`src/rtl/salva_bebe_monitor.sv`:
```
// Child-in-vehicle safety monitor.
// Debounces the presence and door inputs and applies temperature hysteresis.
// A timed warning escalates to a latched alarm that needs an acknowledge to clear.
// An N-digit multiplexed 7-segment display shows the temperature and the state code.
//
// state   | meaning
// --------+---------------------------------------------------------------
// IDLE    | system disabled or no child detected
// MONITOR | child present, cabin temperature fine
// VENT    | child present, cabin warm: fan on
// AVISO   | cabin hot: internal warning, escalation timer running
// ALARMA  | external alarm latched until door open + acknowledge
module salva_bebe_monitor #(
    parameter int TEMP_W     = 5,
    parameter int N_DIG      = 4,
    parameter int T_VENT     = 25,
    parameter int T_ALARM    = 30,
    parameter int HYST       = 2,
    parameter int DEB_LEN    = 4,
    parameter int TICK_DIV   = 50_000_000,
    parameter int WARN_TICKS = 10,
    parameter int SCAN_DIV   = 50_000
) (
    input  logic              clk,
    input  logic              reset,
    input  logic              en,
    input  logic [TEMP_W-1:0] temp,
    input  logic              presencia,
    input  logic              puerta,
    input  logic              ack,
    output logic [N_DIG-1:0]  anodos,
    output logic [6:0]        seg,
    output logic              vent,
    output logic              aaviso,
    output logic              alarma,
    output logic [2:0]        estado
);

    localparam int DW    = (DEB_LEN > 1) ? $clog2(DEB_LEN) : 1;
    localparam int PW    = (TICK_DIV > 1) ? $clog2(TICK_DIV) : 1;
    localparam int EW    = $clog2(WARN_TICKS + 1);
    localparam int SW    = (SCAN_DIV > 1) ? $clog2(SCAN_DIV) : 1;
    localparam int IW    = $clog2(N_DIG);
    localparam int N_BCD = N_DIG - 1;
    localparam int BW    = 4 * N_BCD;

    localparam logic [TEMP_W-1:0] TV  = TEMP_W'(T_VENT);
    localparam logic [TEMP_W-1:0] TA  = TEMP_W'(T_ALARM);
    localparam logic [TEMP_W-1:0] TVH = TEMP_W'(T_VENT - HYST);
    localparam logic [TEMP_W-1:0] TAH = TEMP_W'(T_ALARM - HYST);

    typedef enum logic [2:0] {
        IDLE    = 3'd0,
        MONITOR = 3'd1,
        VENT    = 3'd2,
        AVISO   = 3'd3,
        ALARMA  = 3'd4
    } state_t;

    state_t            state, nxt;
    logic [TEMP_W-1:0] temp_q;
    logic [1:0]        raw, filt;
    logic [DW-1:0]     deb_cnt [2];
    logic              pres_f, puerta_f;
    logic [PW-1:0]     presc;
    logic [EW-1:0]     esc_cnt;
    logic              tick, esc_done, aviso_entry;

    logic [SW-1:0]     slot_cnt;
    logic [IW-1:0]     idx;
    logic [BW-1:0]     bcd;
    logic [N_BCD-1:0]  blank;
    logic              nz;
    logic [3:0]        dig_val;
    logic              dig_blank;
    logic [6:0]        seg_nxt;

    assign raw      = {puerta, presencia};
    assign pres_f   = filt[0];
    assign puerta_f = filt[1];

    // Register the cabin temperature once per cycle.
    always_ff @(posedge clk or negedge reset) begin
        if (!reset) temp_q <= '0;
        else        temp_q <= temp;
    end

    // Debounce: accept a new level only after DEB_LEN consecutive differing samples.
    always_ff @(posedge clk or negedge reset) begin
        if (!reset) begin
            filt <= '0;
            for (int i = 0; i < 2; i++) deb_cnt[i] <= '0;
        end else begin
            for (int i = 0; i < 2; i++) begin
                if (raw[i] == filt[i]) begin
                    deb_cnt[i] <= '0;
                end else if (deb_cnt[i] == DW'(DEB_LEN - 1)) begin
                    filt[i]    <= raw[i];
                    deb_cnt[i] <= '0;
                end else begin
                    deb_cnt[i] <= deb_cnt[i] + DW'(1);
                end
            end
        end
    end

    // The escalation fires on the tick that would bring the count to WARN_TICKS,
    // so ALARMA is entered exactly WARN_TICKS*TICK_DIV clocks after AVISO entry.
    assign tick        = (presc == PW'(TICK_DIV - 1));
    assign esc_done    = tick && (esc_cnt >= EW'(WARN_TICKS - 1));
    assign aviso_entry = (nxt == AVISO) && (state != AVISO);

    // Next-state selection; en dominates, then first-listed condition per state.
    always_comb begin
        nxt = state;
        if (!en) begin
            nxt = IDLE;
        end else begin
            case (state)
                IDLE:    if (pres_f) nxt = MONITOR;
                MONITOR: begin
                    if (!pres_f)           nxt = IDLE;
                    else if (temp_q >= TA) nxt = AVISO;
                    else if (temp_q >= TV) nxt = VENT;
                end
                VENT: begin
                    if (!pres_f)           nxt = IDLE;
                    else if (temp_q >= TA) nxt = AVISO;
                    else if (temp_q < TVH) nxt = MONITOR;
                end
                AVISO: begin
                    if (puerta_f)          nxt = MONITOR;
                    else if (temp_q < TAH) nxt = VENT;
                    else if (esc_done)     nxt = ALARMA;
                end
                ALARMA:  if (ack && puerta_f) nxt = MONITOR;
                default: nxt = IDLE;
            endcase
        end
    end

    // State, escalation timing and registered output decode.
    always_ff @(posedge clk or negedge reset) begin
        if (!reset) begin
            state   <= IDLE;
            presc   <= '0;
            esc_cnt <= '0;
            vent    <= 1'b0;
            aaviso  <= 1'b0;
            alarma  <= 1'b0;
            estado  <= 3'd0;
        end else begin
            state <= nxt;
            if (aviso_entry) begin
                presc   <= '0;
                esc_cnt <= '0;
            end else begin
                presc <= tick ? '0 : presc + PW'(1);
                if (state == AVISO && tick) esc_cnt <= esc_cnt + EW'(1);
            end
            vent   <= (nxt == VENT) || (nxt == AVISO) || (nxt == ALARMA);
            aaviso <= (nxt == AVISO) || (nxt == ALARMA);
            alarma <= (nxt == ALARMA);
            estado <= nxt;
        end
    end

    // Double-dabble binary to BCD of temp_q, combinational so digits are never stale.
    always_comb begin
        bcd = '0;
        for (int i = TEMP_W - 1; i >= 0; i--) begin
            for (int d = 0; d < N_BCD; d++) begin
                if (bcd[4*d +: 4] >= 4'd5) bcd[4*d +: 4] = bcd[4*d +: 4] + 4'd3;
            end
            bcd = {bcd[BW-2:0], temp_q[i]};
        end
    end

    // Leading-zero blanking; the units digit is always shown.
    always_comb begin
        nz    = 1'b0;
        blank = '0;
        for (int d = N_BCD - 1; d >= 1; d--) begin
            nz       = nz | (bcd[4*d +: 4] != 4'd0);
            blank[d] = ~nz;
        end
    end

    // Select the digit for the active slot; the top digit shows the state code.
    always_comb begin
        dig_val   = {1'b0, estado};
        dig_blank = 1'b0;
        for (int d = 0; d < N_BCD; d++) begin
            if (idx == IW'(d)) begin
                dig_val   = bcd[4*d +: 4];
                dig_blank = blank[d];
            end
        end
        seg_nxt = dig_blank ? 7'h7F : seg7(dig_val);
    end

    // Slot timer and digit scan; anodos/seg registered together so they stay aligned.
    always_ff @(posedge clk or negedge reset) begin
        if (!reset) begin
            slot_cnt <= '0;
            idx      <= '0;
            anodos   <= '1;
            seg      <= 7'h7F;
        end else begin
            if (slot_cnt == SW'(SCAN_DIV - 1)) begin
                slot_cnt <= '0;
                idx      <= (idx == IW'(N_DIG - 1)) ? '0 : idx + IW'(1);
            end else begin
                slot_cnt <= slot_cnt + SW'(1);
            end
            anodos <= ~(N_DIG'(1) << idx);
            seg    <= seg_nxt;
        end
    end

    // Active-low {g,f,e,d,c,b,a} patterns for 0-9; anything else is blank.
    function automatic logic [6:0] seg7(input logic [3:0] v);
        case (v)
            4'd0:    seg7 = 7'h40;
            4'd1:    seg7 = 7'h79;
            4'd2:    seg7 = 7'h24;
            4'd3:    seg7 = 7'h30;
            4'd4:    seg7 = 7'h19;
            4'd5:    seg7 = 7'h12;
            4'd6:    seg7 = 7'h02;
            4'd7:    seg7 = 7'h78;
            4'd8:    seg7 = 7'h00;
            4'd9:    seg7 = 7'h10;
            default: seg7 = 7'h7F;
        endcase
    endfunction

endmodule
```
`config.mk`:
```
export PLATFORM = sky130hd
export DESIGN_NAME = salva_bebe_monitor
export DESIGN_NICKNAME = d
export VERILOG_FILES = /design/src/rtl/salva_bebe_monitor.sv
export SDC_FILE = /design/constraint.sdc
export NUM_CORES = 1
export LEC_CHECK = 0
export ABC_AREA = 1
export CAP_MARGIN = 20
export CORE_ASPECT_RATIO = 1.2
export CORE_MARGIN = 2
export CORE_UTILIZATION = 54
export CTS_CLUSTER_DIAMETER = 80
export CTS_CLUSTER_SIZE = 10
export DETAILED_ROUTE_END_ITERATION = 10
export PLACE_DENSITY = 0.8
export SLEW_MARGIN = 5
export SYNTH_ARGS = -nofsm -noshare
export SYNTH_HDL_FRONTEND = slang
export SYNTH_SLANG_ARGS = --single-unit
```
`constraint.sdc`:
```
create_clock -name clk -period 2.6 [get_ports clk]
set_input_delay 0.26 -clock clk [delete_from_list [all_inputs] [get_ports clk]]
set_output_delay 0.26 -clock clk [all_outputs]
set_load 0.01 [all_outputs]
```
==> metrics.md, run 1 <==
| Metric | Value |
|---|---|
| Run status | `completed` |
| Vias | `3814` |
| Switch share | `32.9%` |
| CTS tree | `done` |
| Core Footprint | `0.00820 mm2` |
| Num CTS Buffers | `9` |
| Final cell count without fillers | `between 700 and 800` |
| Clock slew at reported path FFs | `0.09 ns` |
| Gate power share | `25.9%` |
| Max Freq | `slightly below 400 MHz` |
| Post-Synth XOR/XNOR Area | `5.69%` |
| Final setup margin | `approximately 0.052 ns` |
| Detailed Route WL | `9680 um` |
| Initial antenna violation count | `0` |
| Critical path class | `flip-flop to flip-flop` |
| Worst R2R Start | `temp_q[2]` |
| Fin crit share | `98.0%` |
| Final layout net count | `671` |
| Crit Path Max Fanout | `4` |
| Final min period | `2.55 ns` |
| Initial DRC count | `between 200 and 250` |
| Psw | `0.00105 W` |
| Adder-Cell Fraction of Synth Area | `~6.0%` |
| FFs w/ async S/R, synth | `100%` |
| Clock Sinks | `76` |
| Root Driver | `clkbuf_8` |
| Compound-Gate Fraction of Synth Area | `between 4 and 5%` |
| Final setup violating endpoints | `0` |
| Number of synthesized register bits | `76` |
| Synth Area in Simple Gates | `31.1%` |
| Post-synthesis sequential area ratio | `41.5%` |
| Cells after Synth | `a little under 600` |
| Vias in the first global route | `3774` |
| Final hold vios | `0` |
| Internal power | `0.00215 W` |
| Die footprint | `0.00930 mm2` |
| Seq. cell area | `0.00192 mm2` |
| Crit path DAT | `2.83 ns` |
| Leakage power | `2.79 nW` |
| Post-Synthesis Cell Area | `0.00461 mm2` |
| Critical Path Source | `temp_q[2]` |
| Yosys warning total | `0` |
| Mux cell area share after synthesis | `0.217%` |
| Maximum buffer depth of the clock tree | `2` |
| Critical Path Sink Type | `flip-flop` |
| Sequential share of power | `45.3%` |
| Fillers | `683` |
| Least-Margin Pin Slew | `0.950 ns` |
| Routed Antenna Nets | `0` |
| Synthesized Nets | `619` |
| Die width | `approximately 88 um` |
| N_diodes | `0` |
| Final Cell Area | `0.00542 mm2` |
| Power Density | `589 mW/mm2` |
| Max rail drop VDD | `approximately 330 uV` |
| Drt drc | `0` |
| Pre-CTS WS | `-0.0751 ns` |
| Die Height | `105 um` |
| Io pins | `28` |
| Layout area overhead | `17.5%` |
| Clock latency on the worst-skew pair | `0.35 ns` |
| Multi-input logic area | `approximately 0.0023 mm2` |
| First-pass GRT wire length | `16400 um` |
| Inst Count DP | `733` |
| Sum Neg Setup Slack | `0 ns` |
| Crit start category | `flip-flop` |
| Grt ovf | `0` |
| Initial Util | `a little under three fifths` |
| Worst slew margin | `around 37%` |
| Distinct cells, synth | `41` |
| Area post-placement | `between 0.005 and 0.006 mm2` |
| Rows | `36` |
| Number of max-cap violations | `0` |
| Layout Skew | `0.0154 ns` |
| Clock power frac | `approximately 29%` |
| Detailed Place HPWL | `between 6000 and 7000 um` |
| # port buffers | `27` |
| Total GRT Usage | `between 20% and 30%` |
| CP required | `2.88 ns` |
| Vias/cell | `5.04` |
| Worst min-delay path class | `input pin to asynchronous set/reset pin` |
| Largest family of logic cells by synthesized area | `simple AND/OR/NAND/NOR gates` |
| RSZ-0062 raised after global routing | `true` |
| Tot Pwr | `between 0.003 and 0.004 W` |
| Final Max Tran Viols | `0` |
| H-tree levels | `3` |
| Primary FF master, synth | `dfrtp_1` |
| Largest net degree at the start of global routing | `77` |
| Placer Congestion | `0.922` |
| Syn avg cell area | `a little under 8 um2` |
| Wirelength per Cell | `between 10 and 15 um` |
| Layout cell share with drive strength beyond 1 | `19.1%` |
| Pre-antenna DRT Iters | `4` |
| EDFF count, synth | `0` |
power groups by stage:
stage               Sequential [W]  Clock (W)  Combinational (W)
floorplan                  0.00146          0           0.000558
global placement           0.00147          0           0.000753
detailed placement         0.00147          0           0.000788
CTS                        0.00145   0.000939           0.000803
global route               0.00147    0.00100           0.000921
finish                     0.00145   0.000920           0.000827
Yosys cell counts, types with 2 or more instances:
cell        n  area, um2
nand2_2    23        144
nor3_2      3       30.0
nor4_1      6       37.5
xnor2_1     6       52.6
inv_2      16       60.1
a21oi_1    18       90.1
nand3_1    45        225
dfstp_2    11        289
nor3_1     12       60.1
o21a_1      2       15.0
o21ai_0    11       55.1
dfrtp_1    65       1630
inv_1      99        372
nand4_1     8       50.1
nor3_4      2       32.5
or2_2       2       12.5
nand3b_1    4       30.0
xor2_1     24        210
nand2_1   110        413
ha_1       22        275
nand3_2     3       30.0
buf_6       2       22.5
nor2_1     69        259
o21ai_1     3       15.0
nor2_4      4       45.0
kinds of logic after synthesis:
family	count (synthesis)
and+or+nand+nor	296
xor gates and xnor gates	30
muxes	1
DFF	76
adders and majority gates	22
AOI/OAI and AO/OA	40
buffers and inverters	121
worst max-delay path: stages, from the launching register on:
cell and delay, ns:
dfrtp_1 0.43, ha_4 0.18, inv_4 0.05, nand3_4 0.06, nand3_2 0.06, o21ai_2 0.06, inv_1 0.08, ha_2 0.19
inv_2 0.04, or2_4 0.23, nand3_4 0.08, nor2_1 0.04, o21ai_1 0.10, nand2_1 0.09, nand2_2 0.09, nand2_4 0.07
inv_4 0.09, ha_4 0.19, nand3b_1 0.17, nand3_1 0.10, nand3_1 0.07
timing repair:
action	CTS	global route
hold buffers	0	0
setup endpoints to repair	2	7
resized for setup	4	24
pin swaps	4	8
setup buffers	5	3
final timing paths:
path,slack (ns),end,depth (start not counted)
min,0.05,presc[9],1
min in group clk,0.34,temp_q[1],1
min reg2reg,0.45,deb_cnt[2],1
max,0.05,seg[3],20
max in group asynchronous,1.92,slot_cnt[12],1
max reg2reg,0.05,seg[3],20
per-layer routing:
layer / part of all wire, % / GRT usage (%)
met2: 53 / 38.3
met4: 1.7 / 7.90
met1: 42 / 27.3
met3: 3.3 / 4.39
met5: 0 / 0
cell usage in the layout, fill, tap and decap left out, types with 2 or more instances in the layout:
master,n
xnor2_1,6
clkbuf_1,2
ha_1,16
nor2_1,69
o21ai_0,9
a21oi_1,18
clkbuf_8,10
ha_2,4
nand2_2,27
nand3_1,43
nand3_2,3
xor2_1,24
nand4_1,8
nor3_2,3
nand3_4,2
o21a_1,2
dfstp_2,11
clkdlybuf4s50_1,26
nor3_1,12
nor3_4,2
nor2_4,4
buf_4,18
nand2_1,105
nor4_1,6
nand3b_1,4
inv_2,17
buf_6,2
inv_1,95
clkinv_2,2
ha_4,2
inv_4,2
o21ai_1,4
o21ai_2,2
dfrtp_1,65
cell type report:
type | count | share of cell area, %
Clock inverter | 4 | 0.900
Clock buffer | 12 | 2.68
Sequential cell | 76 | 35.3
Inverter | 116 | 8.26
Multi-Input combinational cell | 389 | 42.5
Tap cell | 114 | 2.63
Timing Repair Buffer | 46 | 7.70
through the flow:
stage               hold slack (ns)  util, %
floorplan                   -0.0356        -
global placement              0.424     61.8
detailed placement            0.431     61.8
CTS                          0.0893     64.8
global route                  0.129     66.2
finish                       0.0495     66.2
state kept, by name (all words and copies together) (netlist names), 3 cells and up:
| register | flops |
|---|---|
| state | 3 |
| presc | 26 |
| temp_q | 5 |
| slot_cnt | 16 |
| esc_cnt | 4 |
| anodos | 4 |
| seg | 7 |
| deb_cnt | 4 |
Power figures use the tool's default switching activity.
==> run 2: changes to the inputs <==
Settings changed: RECOVER_POWER set to 50.
==> metrics.md, run 2 (synthesis results as in run 1) <==
| Metric | Value |
|---|---|
| Rows | `36 (unchanged)` |
| Vias | `3810 (-0.10%)` |
| Final hold vios | `0 (unchanged)` |
| Crit start category | `flip-flop` |
| Crit Path Max Fanout | `4 (unchanged)` |
| Reg-to-reg endpoint | `seg[3]` |
| Die footprint | `0.00930 mm2 (unchanged)` |
| Placer Congestion | `0.922 (unchanged)` |
| Final Max Tran Viols | `77 (+77)` |
| N_diodes | `0 (unchanged)` |
| Largest regs | `presc x26, slot_cnt x16, seg x7` |
| CTS tree | `done` |
| R2R setup slack | `0.05 ns (about the same)` |
| Vias/cell | `5.03 (-0.10%)` |
| Tot Pwr | `0.00319 W (about the same)` |
| First-pass GRT wire length | `16400 um (unchanged)` |
| Clock slew at reported path FFs | `0.09 ns (about the same)` |
| Worst reg2reg path depth | `20 (unchanged)` |
| Most flops, register | `presc` |
| Vias in the first global route | `3774 (unchanged)` |
| Met3 usage | `4.39% (unchanged)` |
| Max rail drop VDD | `325 uV (-0.32%)` |
| Most Crowded Layer GR | `met2` |
| CP required | `2.88 ns (about the same)` |
| Run status | `finished, violations left` |
| Pre-antenna DRT Iters | `4 (unchanged)` |
| Critical path class | `flip-flop to flip-flop` |
| Clock Sinks | `76 (unchanged)` |
| M1 GR Usage | `27.3% (unchanged)` |
| Clock latency on the worst-skew pair | `0.35 ns (about the same)` |
| Total GRT Usage | `22.3% (unchanged)` |
| Detailed Place HPWL | `6800 um (unchanged)` |
| Core Footprint | `0.00820 mm2 (unchanged)` |
| Worst min-delay path class | `input pin to asynchronous set/reset pin` |
| Layout Utilization | `66.1% (about the same)` |
| Commonest non-fill, non-tap cells in the layout | `105 x nand2_1, 95 x inv_1, 69 x nor2_1` |
| Crit path DAT | `2.83 ns (about the same)` |
| Initial Util | `56.3% (unchanged)` |
| Detailed Route WL | `9680 um (about the same)` |
| Routed Antenna Nets | `0 (unchanged)` |
| Violated checks | `capacitance limit, slew limit` |
| Final min period | `2.55 ns (-0.00000220 ns)` |
| Commonest non-fill, non-tap cell in the layout | `nand2_1` |
| Initial DRC count | `210 (unchanged)` |
| Num CTS Buffers | `9 (unchanged)` |
| GR Util met2 | `38.3% (unchanged)` |
| Worst slew margin | `-24.3% (-61 points)` |
| Initial antenna violation count | `0 (unchanged)` |
| Grt ovf | `0 (unchanged)` |
| Leakage power | `2.79 nW (about the same)` |
| Wirelength per Cell | `12.8 um (about the same)` |
| Critical Path Sink Type | `flip-flop` |
| Maximum buffer depth of the clock tree | `2 (unchanged)` |
| Number of max-cap violations | `1 (+1)` |
| # port buffers | `27 (unchanged)` |
| Largest net degree at the start of global routing | `77 (unchanged)` |
| Die Height | `105 um (unchanged)` |
| H-tree levels | `3 (unchanged)` |
| Least-Margin Pin Slew | `1.87 ns (+0.915 ns)` |
| Root Driver | `clkbuf_8` |
| CTS Hold Bufs | `0 (unchanged)` |
| Worst R2R Start | `temp_q[2]` |
| Max Freq | `393 MHz (unchanged)` |
| Layout cell share with drive strength beyond 1 | `19.1% (unchanged)` |
| Final setup violating endpoints | `0 (unchanged)` |
| Layout area overhead | `17.5% (about the same)` |
| Io pins | `28 (unchanged)` |
| RSZ-0062 raised after global routing | `true` |
| Drt drc | `0 (unchanged)` |
| Final layout net count | `671 (unchanged)` |
| Max FFs per register | `26 (unchanged)` |
| Fin crit share | `98.0% (about the same)` |
| Final hold slack | `0.415 ns (+0.366 ns)` |
| Layout Skew | `0.0154 ns (-0.00000950 ns)` |
| Power Density | `589 mW/mm2 (about the same)` |
| Die width | `88.4 um (unchanged)` |
[run 2: cell count changes in the layout (fill, tap and decap cells not counted)]
cell             delta
clkdlybuf4s50_1     -5
dlygate4sd3_1       +5
buf_4               -1
clkbuf_2            +1
[run 2: report_power, final]
| part | switching, W | internal (W) | leakage (nW) |
|---|---|---|---|
| combinational | 0.000489 | 0.000336 | 1.72 |
| clock | 0.000449 | 0.000472 | 0.101 |
| sequential | 0.000113 | 0.00134 | 0.971 |
| total | 0.00105 | 0.00214 | 2.79 |
[run 2: worst max-delay path, stage by stage, from the launching register on]
cell      delay [ns]
dfrtp_1         0.43
ha_4            0.18
inv_4           0.05
nand3_4         0.06
nand3_2         0.06
o21ai_2         0.06
inv_1           0.08
ha_2            0.19
inv_2           0.04
or2_4           0.23
nand3_4         0.08
nor2_1          0.04
o21ai_1         0.10
nand2_1         0.09
nand2_2         0.09
nand2_4         0.07
inv_4           0.09
ha_4            0.19
nand3b_1        0.17
nand3_1         0.10
nand3_1         0.07
[run 2: how the worst max path moves through the flow]
stage / from / endpoint / cells after the start
after global routing: temp_q[2] / seg[3] / 20
after detailed placement: temp_q[2] / seg[3] / 20
after CTS: temp_q[2] / seg[3] / 20
final: temp_q[2] / seg[3] / 20
after global placement: temp_q[2] / seg[3] / 20
after floorplan: temp_q[3] / seg[3] / 20
[run 2: per-stage QoR]
step / setup TNS (ns) / setup slack, ns / instance area (um2) / std cells
4_1_cts: 0 / 0.0131 / 5310 / 754
5_1_grt: -0.290 / -0.105 / 5420 / 757
6_report: 0 / 0.0524 / 5420 / 757
3_5_place_dp: -0.0800 / -0.0751 / 5070 / 733
2_1_floorplan: 0 / 0.00725 / 4620 / 586
3_3_place_gp: 0 / 0.0413 / 5070 / 733
[run 2: repair_timing]
action                     in CTS  in global routing
buffers inserted                5                  3
setup endpoints to repair       2                  7
gates cloned                    0                  0
pin swaps                       4                  8
resized for setup               4                 24
[run 2: cell type report]
cell class | instances | area, um2
Clock inverter | 4 | 48.8
Inverter | 116 | 448
Sequential cell | 76 | 1920
Tap cell | 114 | 143
Clock buffer | 12 | 145
Multi-Input combinational cell | 389 | 2310
Timing Repair Buffer | 46 | 415
Fill cell | 684 | 2780
[run 2: routing by layer]
metal	part of all wire, %	up-vias
met2	53	89
met5	0	-
met4	1.7	0
met1	42	1794
li1	-	1911
met3	3.3	16
==> run 3: changes to the inputs <==
Settings changed: CORE_MARGIN 2 to not set.
==> metrics.md, run 3 (synthesis results as in run 1) <==
| Metric | Value |
|---|---|
| Run status | `finished, violations left` |
| Violated checks | `capacitance limit, slew limit, setup timing` |
| Power Density | `595 mW/mm2 (+1.0%)` |
| Pre-antenna DRT Iters | `5 (+1)` |
| Commonest non-fill, non-tap cells in the layout | `105 x nand2_1, 95 x inv_1, 68 x nor2_1` |
| Layout area overhead | `17.4% (about the same)` |
| Max FFs per register | `26 (unchanged)` |
| Initial Util | `56.3% (unchanged)` |
| Crit-path cells | `ha_4 -> inv_2 -> nand3_2 -> nand3_2 -> o21ai_2 -> inv_1 -> ha_2 -> inv_2 -> or2_4 -> nand3_4 -> nand2_2 -> nand2_1 -> nand3_1 -> nand2_1 -> nand2_2 -> inv_2 -> ha_4 -> nand3b_1 -> nand3_1 -> nand3_1` |
| Layout Skew | `0.0143 ns (-0.00104 ns)` |
| Crit Path Max Fanout | `4 (unchanged)` |
| Clock latency on the worst-skew pair | `0.36 ns (about the same)` |
| Most flops, register | `presc` |
| Vias | `3847 (+0.97%)` |
| First-pass GRT wire length | `16300 um (-0.29%)` |
| Routed Antenna Nets | `0 (unchanged)` |
| Pre-CTS WS | `-0.0851 ns (-0.00994 ns)` |
| Critical Path Sink Type | `flip-flop` |
| CP required | `2.87 ns (about the same)` |
| Final setup violating endpoints | `1 (+1)` |
| Rows | `36 (unchanged)` |
| Layout cell share with drive strength beyond 1 | `19.5% (+0.37 points)` |
| Final min period | `2.60 ns (+0.0558 ns)` |
| Final cell count without fillers | `755 (-0.26%)` |
| Wirelength per Cell | `13.3 um (+4.1%)` |
| Largest net degree at the start of global routing | `77 (unchanged)` |
| Sum Neg Setup Slack | `-0.00343 ns (-0.00343 ns)` |
| Worst path max stage delay | `0.43 ns (about the same)` |
| Vias in the first global route | `3733 (-1.1%)` |
| Detailed Place HPWL | `7060 um (+3.8%)` |
| Number of max-cap violations | `1 (unchanged)` |
| Maximum buffer depth of the clock tree | `2 (unchanged)` |
| Total GRT Usage | `23.6% (+1.4 points)` |
| Io pins | `28 (unchanged)` |
| Drt drc | `0 (unchanged)` |
| Worst min-delay path class | `input pin to asynchronous set/reset pin` |
| Final Max Tran Viols | `77 (unchanged)` |
| Max rail drop VDD | `426 uV (+31%)` |
| Crit start category | `flip-flop` |
| Final Cell Area | `0.00542 mm2 (about the same)` |
| Vias/cell | `5.10 (+1.2%)` |
| RSZ-0062 raised after global routing | `true` |
| Least-Margin Pin Slew | `1.85 ns (-0.0145 ns)` |
| Worst reg2reg path depth | `20 (unchanged)` |
| Root Driver | `clkbuf_8` |
| Die footprint | `0.00892 mm2 (-4.1%)` |
| Fin crit share | `100% (+2.1 points)` |
| Initial antenna violation count | `0 (unchanged)` |
| Crit path DAT | `2.88 ns (+0.05 ns)` |
| Max Freq | `384 MHz (-2.1%)` |
| Fillers | `678 (-0.88%)` |
| # port buffers | `27 (unchanged)` |
| Die width | `86.4 um (-2.3%)` |
| CTS tree | `done` |
| Num CTS Buffers | `9 (unchanged)` |
| CTS Hold Bufs | `0 (unchanged)` |
| Die Height | `103 um (-1.9%)` |
| Area post-placement | `0.00506 mm2 (-0.15%)` |
| Worst slew margin | `-23.4% (+0.97 points)` |
| Largest regs | `presc x26, slot_cnt x16, seg x7` |
| Core Footprint | `0.00820 mm2 (unchanged)` |
| H-tree levels | `3 (unchanged)` |
| Final hold vios | `0 (unchanged)` |
| Commonest non-fill, non-tap cell in the layout | `nand2_1` |
| N_diodes | `0 (unchanged)` |
| Clock Sinks | `76 (unchanged)` |
| Critical Path Source | `temp_q[2]` |
| Clock slew at reported path FFs | `0.09 ns (about the same)` |
| Detailed Route WL | `10100 um (+3.9%)` |
| Final setup margin | `-0.00343 ns (-0.0558 ns)` |
| Final layout net count | `669 (-0.30%)` |
| Placer Congestion | `0.905 (-1.9%)` |
| Inst Count DP | `732 (-0.14%)` |
| CP max-delay cell | `dfrtp_1` |
| Worst R2R Start | `temp_q[2]` |
| Critical path class | `flip-flop to flip-flop` |
| Layout Utilization | `66.1% (about the same)` |
| Grt ovf | `0 (unchanged)` |
| Leakage power | `2.78 nW (-0.44%)` |
| Initial DRC count | `212 (+0.95%)` |
-- run 3: per-layer routing --
metal | GRT usage [%] | share of wire, % | wire length (um) | up-vias
li1 | - | - | - | 1910
met3 | 5.00 | 3.6 | 364 | 24
met5 | 0 | 0 | 0 | -
met4 | 9.10 | 2.8 | 277 | 0
met2 | 43.1 | 53 | 5350 | 92
met1 | 27.2 | 40 | 4060 | 1821
-- run 3: layout make-up --
| type | count | area [um2] | share of cell area [%] |
|---|---|---|---|
| Timing Repair Buffer | 44 | 397 | 7.32 |
| Clock buffer | 11 | 141 | 2.61 |
| Clock inverter | 5 | 60.1 | 1.11 |
| Inverter | 116 | 435 | 8.04 |
| Tap cell | 114 | 143 | 2.63 |
| Sequential cell | 76 | 1920 | 35.3 |
| Multi-Input combinational cell | 389 | 2330 | 42.9 |
-- run 3: what timing repair did --
item,in CTS,in global routing
endpoints found under the setup margin,4,7
pin swaps,4,9
buffers inserted,5,2
resized for setup,4,22
-- run 3: power breakdown --
part	internal, W	switching [W]
Combinational	0.000334	0.000496
Clock	0.000476	0.000469
Sequential	0.00134	0.000115
Total	0.00215	0.00108
-- run 3: per-stage QoR --
stage,power [W],hold WS (ns)
3_5_place_dp,0.00226,0.438
4_1_cts,0.00321,0.0683
2_1_floorplan,0.00202,-0.0356
5_1_grt,0.00341,0.455
3_3_place_gp,0.00222,0.424
6_report,0.00323,0.403
-- run 3: path summary, 6_finish.rpt --
path	end	slack, ns
setup / recovery	seg[3]	-0.003
hold / removal	presc[16]	0.40
setup reg to reg	seg[3]	-0.003
hold reg to reg	deb_cnt[0]	0.46
max in group asynchronous	presc[1]	1.10
min in group clk	deb_cnt[0]	0.46
-- run 3: critical path, delay by kind of cell, from the launching register on --
family                   cells  cell delay (ns)
AND/OR/NAND/NOR             12             1.20
adder cells (fa/ha/maj)      3             0.57
AO/OA/AOI/OAI                1             0.06
buffers and inverters        4             0.26
flip-flops                   1             0.43
